==> config.mk <==
export PLATFORM = sky130hd
export DESIGN_NAME = key_evolution
export DESIGN_NICKNAME = d
export VERILOG_FILES = /design/src/rtl/key_evolution.sv
export SDC_FILE = /design/constraint.sdc
export NUM_CORES = 2
export LEC_CHECK = 0
export CAP_MARGIN = 20
export CORE_ASPECT_RATIO = 2
export CORE_MARGIN = 1
export CORE_UTILIZATION = 62
export CTS_BUF_LIST = sky130_fd_sc_hd__clkbuf_8
export CTS_CLUSTER_DIAMETER = 60
export CTS_CLUSTER_SIZE = 20
export DETAILED_ROUTE_END_ITERATION = 16
export MAX_ROUTING_LAYER = met4
export PLACE_DENSITY_LB_ADDON = 0.1
export SETUP_SLACK_MARGIN = 0.05
export SKIP_CTS_REPAIR_TIMING = 1
export SLEW_MARGIN = 0
export SYNTH_ARGS = -nofsm -noshare
export SYNTH_HDL_FRONTEND = slang
export SYNTH_SLANG_ARGS = --single-unit
==> constraint.sdc <==
create_clock -name clk -period 19.3 [get_ports clk]
set_input_delay 3.86 -clock clk [delete_from_list [all_inputs] [get_ports clk]]
set_output_delay 3.86 -clock clk [all_outputs]
set_load 0.005 [all_outputs]
==> src/rtl/key_evolution.sv <==
// Purpose : Anubis key-evolution sequencer. Latches K^0 on start, then derives
//           K^1..K^12 = sigma[c^r](theta(pi(gamma(K^(r-1))))), one key per 16-cycle window.
// Latency : K^0 one cycle after start; K^(r+1) on each counter 15->0 wrap; done at T+208.
// Backpressure: none. start is ignored while a run is active.
// Ports   : clk, reset (async, active-high), start, cipher_key[127:0] in;
//           evolutioned_key[127:0], round_num[3:0], counter[3:0], load_key, busy, done out.
module key_evolution #(
  parameter int ROUNDS = 12
) (
  input  logic         clk,
  input  logic         reset,
  input  logic         start,
  input  logic [127:0] cipher_key,
  output logic [127:0] evolutioned_key,
  output logic [3:0]   round_num,
  output logic [3:0]   counter,
  output logic         load_key,
  output logic         busy,
  output logic         done
);

  localparam logic [3:0] LAST = 4'(ROUNDS);

  // Anubis S-box, entry x at bits [2047-8x -: 8]. It is an involution.
  localparam logic [2047:0] SBOX = {
    128'ha7d3e671_d0ac4d79_3ac991fc_1e4754bd,
    128'h8ca57afb_63b8ddd4_e5b3c5be_a9880ca2,
    128'h39df29da_2ba8cb4c_4b22aa24_4170a6f9,
    128'h5ae2b036_7de433ff_6020088b_5eab7f78,
    128'h7c2c57d2_dc6d7e0d_5394c328_27065fad,
    128'h675c5548_0e52ea42_5b5d3058_51593c4e,
    128'h388a7214_e7c6de50_8e92d177_93459ace,
    128'h2d0362b6_b9bf966b_3f0712ae_4034463e,
    128'hdbcfeccc_c1a1c0d6_1df4613b_10d868a0,
    128'hb10a696c_49fa76c4_9e9b6e99_c2b798bc,
    128'h8f851fb4_f8112e00_251c2a3d_054f7bb2,
    128'h3290af19_a3f7739d_1574eeca_9f0f1b75,
    128'h86849c4a_971a65f6_ed09bb26_83eb6f81,
    128'h046a4301_17e187f5_8de32380_44166621,
    128'hfed531d9_35180264_f2f156cd_82c8baf0,
    128'hefe9e8fd_89d7c7b5_a42f9513_0bf3e037
  };

  typedef enum logic {IDLE, RUN} state_t;

  state_t       state_q;
  logic [127:0] key_q, g_q, t_q;
  logic [127:0] g_d, t_d, key_d;
  logic [3:0]   round_q, cnt_q;
  logic         load_q, busy_q, done_q;

  function automatic logic [7:0] sbox(input logic [7:0] x);
    return SBOX[2047 - 8*int'(x) -: 8];
  endfunction

  // GF(2^8) multiply by 2, reduction polynomial 0x11D.
  function automatic logic [7:0] x2(input logic [7:0] b);
    return {b[6:0], 1'b0} ^ (b[7] ? 8'h1d : 8'h00);
  endfunction

  function automatic logic [7:0] x4(input logic [7:0] b);
    return x2(x2(b));
  endfunction

  function automatic logic [7:0] x6(input logic [7:0] b);
    return x4(b) ^ x2(b);
  endfunction

  // gamma then pi: output (i,j) takes the substituted byte from row (i-j) mod 4.
  function automatic logic [127:0] gamma_pi(input logic [127:0] a);
    logic [127:0] b;
    b = '0;
    for (int i = 0; i < 4; i++) begin
      for (int j = 0; j < 4; j++) begin
        b[127-8*(4*i+j) -: 8] = sbox(a[127-8*(4*((i-j)&3)+j) -: 8]);
      end
    end
    return b;
  endfunction

  // theta: each row times had(01,02,04,06), H[k][j] = h[k xor j].
  function automatic logic [127:0] theta(input logic [127:0] a);
    logic [127:0] b;
    logic [7:0]   a0, a1, a2, a3;
    b = '0;
    for (int i = 0; i < 4; i++) begin
      a0 = a[127-32*i -: 8];
      a1 = a[119-32*i -: 8];
      a2 = a[111-32*i -: 8];
      a3 = a[103-32*i -: 8];
      b[127-32*i -: 8] = a0     ^ x2(a1) ^ x4(a2) ^ x6(a3);
      b[119-32*i -: 8] = x2(a0) ^ a1     ^ x6(a2) ^ x4(a3);
      b[111-32*i -: 8] = x4(a0) ^ x6(a1) ^ a2     ^ x2(a3);
      b[103-32*i -: 8] = x6(a0) ^ x4(a1) ^ x2(a2) ^ a3;
    end
    return b;
  endfunction

  // c^(r+1): row 0 byte j = S[4r+j], other rows zero.
  function automatic logic [127:0] rcon(input logic [3:0] r);
    logic [127:0] c;
    c = '0;
    for (int j = 0; j < 4; j++) begin
      c[127-8*j -: 8] = sbox({2'b00, r, 2'(j)});
    end
    return c;
  endfunction

  assign g_d   = gamma_pi(key_q);
  assign t_d   = theta(g_q);
  assign key_d = t_q ^ rcon(round_q);

  always_ff @(posedge clk or posedge reset) begin
    if (reset) begin
      state_q <= IDLE;
      key_q   <= '0;
      g_q     <= '0;
      t_q     <= '0;
      round_q <= '0;
      cnt_q   <= '0;
      load_q  <= 1'b0;
      busy_q  <= 1'b0;
      done_q  <= 1'b0;
    end else begin
      case (state_q)
        IDLE: begin
          done_q <= 1'b0;
          if (start) begin
            key_q   <= cipher_key;
            round_q <= '0;
            cnt_q   <= '0;
            load_q  <= 1'b1;
            busy_q  <= 1'b1;
            state_q <= RUN;
          end
        end
        RUN: begin
          cnt_q  <= cnt_q + 4'd1;
          // Registered so the pulse lands on counter==15 of the last window.
          done_q <= (round_q == LAST) && (cnt_q == 4'd14);
          if (round_q < LAST) begin
            // Three-stage evolution spread over the window keeps each stage's logic shallow.
            if (cnt_q == 4'd4) g_q <= g_d;
            if (cnt_q == 4'd5) t_q <= t_d;
            if (cnt_q == 4'd15) begin
              key_q   <= key_d;
              round_q <= round_q + 4'd1;
            end
          end else if (cnt_q == 4'd15) begin
            // Final window: keep K^12 and round_num, drop back to idle.
            load_q  <= 1'b0;
            busy_q  <= 1'b0;
            cnt_q   <= '0;
            state_q <= IDLE;
          end
        end
      endcase
    end
  end

  assign evolutioned_key = key_q;
  assign round_num       = round_q;
  assign counter         = cnt_q;
  assign load_key        = load_q;
  assign busy            = busy_q;
  assign done            = done_q;

endmodule

==> results of run 1 <==
-- cell usage after synthesis (255+ instances only) --
| cell type | n |
|---|---|
| a21oi_1 | 704 |
| a31oi_1 | 255 |
| buf_2 | 532 |
| clkbuf_1 | 651 |
| dfrtp_1 | 395 |
| ha_1 | 312 |
| mux2i_1 | 256 |
| nand2_1 | 1057 |
| nand2b_1 | 410 |
| nand3_1 | 263 |
| nor2_1 | 740 |
| nor2b_1 | 350 |
| nor3_1 | 293 |
| o211ai_1 | 318 |
| o21ai_0 | 1023 |
| xnor2_1 | 391 |
-- per-stage QoR --
step / util [%] / hold slack, ns
after floorplan: - / 0.450
after global placement: 63.3 / 0.462
after detailed placement: 63.3 / 0.473
after CTS: 64.1 / 0.496
-- per-layer routing --
metal  global-route usage (%)  overflow
met5                        -         -
met4                     67.5       208
met3                     47.1         4
met2                     92.0       248
met1                     71.7         2
-- logic make-up after synthesis --
group / count (synthesis)
compound gates: 4151
simple gates: 3679
buf+inv: 1545
xor+xnor: 547
mux: 415
flops: 395
fa+ha+maj: 312
==> results.json, run 1 <==
{
  "status": "did not finish",
  "haltStage": "global routing (5_1_grt)",
  "error": "[ERROR GRT-0116] Global routing finished with congestion. Check the congestion regions in the DRC Viewer.",
  "ys_seq_elements": 395,
  "yosys.area_share.xor_xnor_pct": 6.26,
  "dpl_worst_slack_ns": 12.36,
  "syn_avg_cell_area_sq_um": 7.00,
  "placement_rows": 182,
  "die_y_microns": 501,
  "grt_max_degree": 138,
  "cts_buffer_depth": 3,
  "grt-ovfl-total": 462,
  "muxShareOfSynthArea_pct": 7.26,
  "root_buffer": "clkbuf_8",
  "port_buffers": 269,
  "ys_async_sr_fraction_pct": 100,
  "dp.final_hpwl_microns": 275000,
  "cts_num_sinks": 395,
  "yosysWarnings": 0,
  "synth_edf_count": 0,
  "synthesis.area_sq_um": 77300,
  "start_util_pct": 62.7,
  "synth_top_area_share_pct": 12.8,
  "dp.cells": 11843,
  "ys_types": 97,
  "netlist_instances": 11044,
  "htree_levels": 2,
  "place_area_sq_um": 77900,
  "grt_pass1_vias": 98239,
  "synth_fa_ha_area_share_pct": 5.05,
  "grtUsageTotal_pct": 71.7,
  "synth_flop_cell": "dfrtp_1",
  "synth_compound_area_share_pct": 36.6,
  "numCtsBuffers": 43,
  "boundaryPins": 270,
  "yosysSeqAreaShare_pct": 12.8,
  "synth_top_cell_by_area": "dfrtp_1",
  "synth_top_family_by_area": "compound AO/OA/AOI/OAI gates",
  "synth_nets": 11487,
  "gp_congestion": 1.28,
  "grt_pass1_wl_microns": 683000,
  "fp.dieW_microns": 252,
  "synth-simple-area-share_pct": 23.4,
  "synth_top_cells_by_area": "dfrtp_1 13%, o21ai_0 6.6%, nand2_1 5.1%"
}
==> inputs of run 2 (changes only) <==
==> config.mk (replaced) <==
export PLATFORM = sky130hd
export DESIGN_NAME = key_evolution
export DESIGN_NICKNAME = d
export VERILOG_FILES = /design/src/rtl/key_evolution.sv
export SDC_FILE = /design/constraint.sdc
export NUM_CORES = 2
export LEC_CHECK = 0
export CAP_MARGIN = 20
export CORE_MARGIN = 1
export CORE_UTILIZATION = 40
export DETAILED_ROUTE_END_ITERATION = 16
export PLACE_DENSITY_LB_ADDON = 0.15
export SKIP_CTS_REPAIR_TIMING = 1
export SLEW_MARGIN = 0
export SYNTH_ARGS = -nofsm -noshare
export SYNTH_HDL_FRONTEND = slang
export SYNTH_SLANG_ARGS = --single-unit
==> run 2 against run 1 <==
Net effect: the flow now finishes without violations; synthesized cell count did not move; area after synthesis unchanged.
==> results.json, run 2 <==
{
  "syn_avg_cell_area_sq_um": 7.00,
  "p_leak_nw": 29.1,
  "synth_edf_count": 0,
  "cts_num_sinks": 395,
  "multi_input_area_sq_um": 60700,
  "clkPwrFrac_pct": 5.6,
  "drc_errors": 0,
  "timing.max_cap.violations": 0,
  "grt_pass1_wl_microns": 586000,
  "synth_top_cell_by_area": "dfrtp_1",
  "worst_ir_drop_vdd_mv": 0.122,
  "drtPass1Iterations": 9,
  "fill_cells": 20182,
  "start_kind": "input port",
  "htree_levels": 2,
  "gp_congestion": 1.02,
  "slew_violations": 0,
  "grt_antenna_before_repair": 19,
  "ys_async_sr_fraction_pct": 100,
  "place_area_sq_um": 79200,
  "reg2reg_from": "evolutioned_key[105]",
  "worst_ep_required_time_ns": 19.82,
  "grt_max_degree": 196,
  "area_delta_synth_final_pct": 4.86,
  "power_frac_seq_pct": 12.1,
  "yosysWarnings": 0,
  "start_util_pct": 40.5,
  "power_density_nw_per_um2": 234,
  "hold_path_end": "t_q[18]",
  "comb_power_share_pct": 82.3,
  "synthesis.area_sq_um": 77300,
  "crit_type": "in -> reg",
  "timing.final.crit_share_pct": 33.7,
  "crit_path_end_kind": "flop",
  "worstMarginPinSlew_ns": 1.14,
  "viasPerCell": 7.16,
  "ys_seq_elements": 395,
  "fin_skew_ns": 0.0384,
  "ys_types": 97,
  "instances_no_fill": 12831,
  "drt_iter0_drc": 15572,
  "port_buffers": 269,
  "clk_pin_slew_ns": 0.06,
  "fp.dieW_microns": 442,
  "dp.cells": 12724,
  "regToRegEndpoint": "g_q[46]",
  "hold_path.startpoint": "t_q[18]",
  "met1_length_microns": 162000,
  "p_int_mw": 7.35,
  "grt_pass1_vias": 83348,
  "power_mw": 19.0,
  "final_common_cell": "nand2_1",
  "status": "complete, no violations",
  "netlist_instances": 11044,
  "vias": 91852,
  "min_period_ns": 6.50,
  "fin_nets": 10710,
  "reg2regPathDepth": 10,
  "ant_nets": 0,
  "hold_path.class": "reg -> reg",
  "final_area_sq_um": 81000,
  "power_switching_mw": 11.6,
  "fin_util_pct": 42.4,
  "grt_setup_unrepaired": "no",
  "dp.final_hpwl_microns": 279000,
  "route.met3.wl_microns": 42000,
  "die_area_sq_um": 195000,
  "finalHoldViolCount": 0,
  "reg2reg_slack_ns": 14.85,
  "synth_flop_cell": "dfrtp_1",
  "dpl_worst_slack_ns": 12.12,
  "drive_gt1_share_pct": 6.59,
  "whs_ns": 0.480,
  "wl_microns": 402000,
  "fin_ws_ns": 12.80,
  "synth_top_cells_by_area": "dfrtp_1 13%, o21ai_0 6.6%, nand2_1 5.1%",
  "fmax_mhz": 154,
  "coreArea_sq_um": 191000,
  "crit_fanout": 76,
  "hold_depth": 2,
  "setup_viol": 0,
  "synthTopCellsByCount": "1057 x nand2_1, 1023 x o21ai_0, 740 x nor2_1",
  "top_layer_used": "met5",
  "synth_most_common_cell": "nand2_1",
  "synth_nets": 11487,
  "tns_ns": 0,
  "boundaryPins": 270,
  "yosysSeqAreaShare_pct": 12.8,
  "wl_per_cell_microns": 31.3,
  "cp.arrival_ns": 7.01,
  "synth_top_area_share_pct": 12.8,
  "seq_area_sq_um": 10000,
  "relSlewSlack_pct": 23.9,
  "crit_path_start": "start",
  "numCtsBuffers": 52,
  "root_buffer": "clkbuf_16",
  "grt-ovfl-total": 0,
  "die_y_microns": 442,
  "dr_wl_met2_microns": 173000,
  "mostFrequentLayoutCells": "1056 x nand2_1, 1023 x o21ai_0, 740 x nor2_1",
  "p_sw_share_pct": 61.2,
  "cts_buffer_depth": 3,
  "cts_tree": "built",
  "grtUsageTotal_pct": 39.1,
  "placement_rows": 160,
  "clkLatencyLatePin_ns": 0.69
}
-- run 2: cell families (layout without fill, tap and decap cells) --
| family | after synthesis | after routing | synth area share (%) |
|---|---|---|---|
| AO/OA/AOI/OAI | 4151 | 4151 | 36.6 |
| XOR/XNOR | 547 | 547 | 6.26 |
| adder cells (fa/ha/maj) | 312 | 312 | 5.05 |
| buffers and inverters | 1545 | 811 | 8.63 |
| flip-flops | 395 | 395 | 12.8 |
| multiplexers | 415 | 415 | 7.26 |
| other | 0 | 10 | 0 |
| AND/OR/NAND/NOR | 3679 | 3679 | 23.4 |
-- run 2: layout make-up --
type | count | share of cell area (%)
repair buffers | 508 | 5.58
clock inverters | 18 | 0.284
diodes | 10 | 0.0309
multi-input cells | 9104 | 75.0
clock buffers | 79 | 1.92
flip-flops and latches | 395 | 12.4
well taps | 2511 | 3.88
inverters | 206 | 0.963
-- run 2: worst max-delay path by stage --
stage / end / slack (ns) / cells past startpoint
floorplan: busy / 4.46 / 1
global placement: evolutioned_key[55] / 12.20 / 6
detailed placement: evolutioned_key[31] / 12.12 / 6
CTS: evolutioned_key[22] / 12.85 / 6
global route: evolutioned_key[22] / 12.56 / 6
finish: evolutioned_key[22] / 12.80 / 6
-- run 2: worst max-delay path, stage by stage --
cell and delay, ns:
clkdlybuf4s50_1 0.54, nor2b_1 0.24, nor2_4 0.65, buf_4 0.70
buf_4 0.66, o21ai_0 0.22
-- run 2: power by group through the flow --
stage                     registers [mW]  logic (mW)  clock network (mW)
final                               2.30        15.6                1.06
after floorplan                     1.53        10.8                   0
after global placement              2.27        15.2                   0
after global routing                2.34        16.5                1.11
after CTS                           2.27        15.1                1.08
after detailed placement            2.28        15.0                   0
-- run 2: routing by layer --
metal  track usage (%)  vias to the layer above
met5                 0                        -
met2              58.8                     6604
met4              19.6                       16
met1              53.2                    44334
met3              7.40                     1131
li1                  -                    39767
Note: power is estimated with default switching activity, not from simulation.
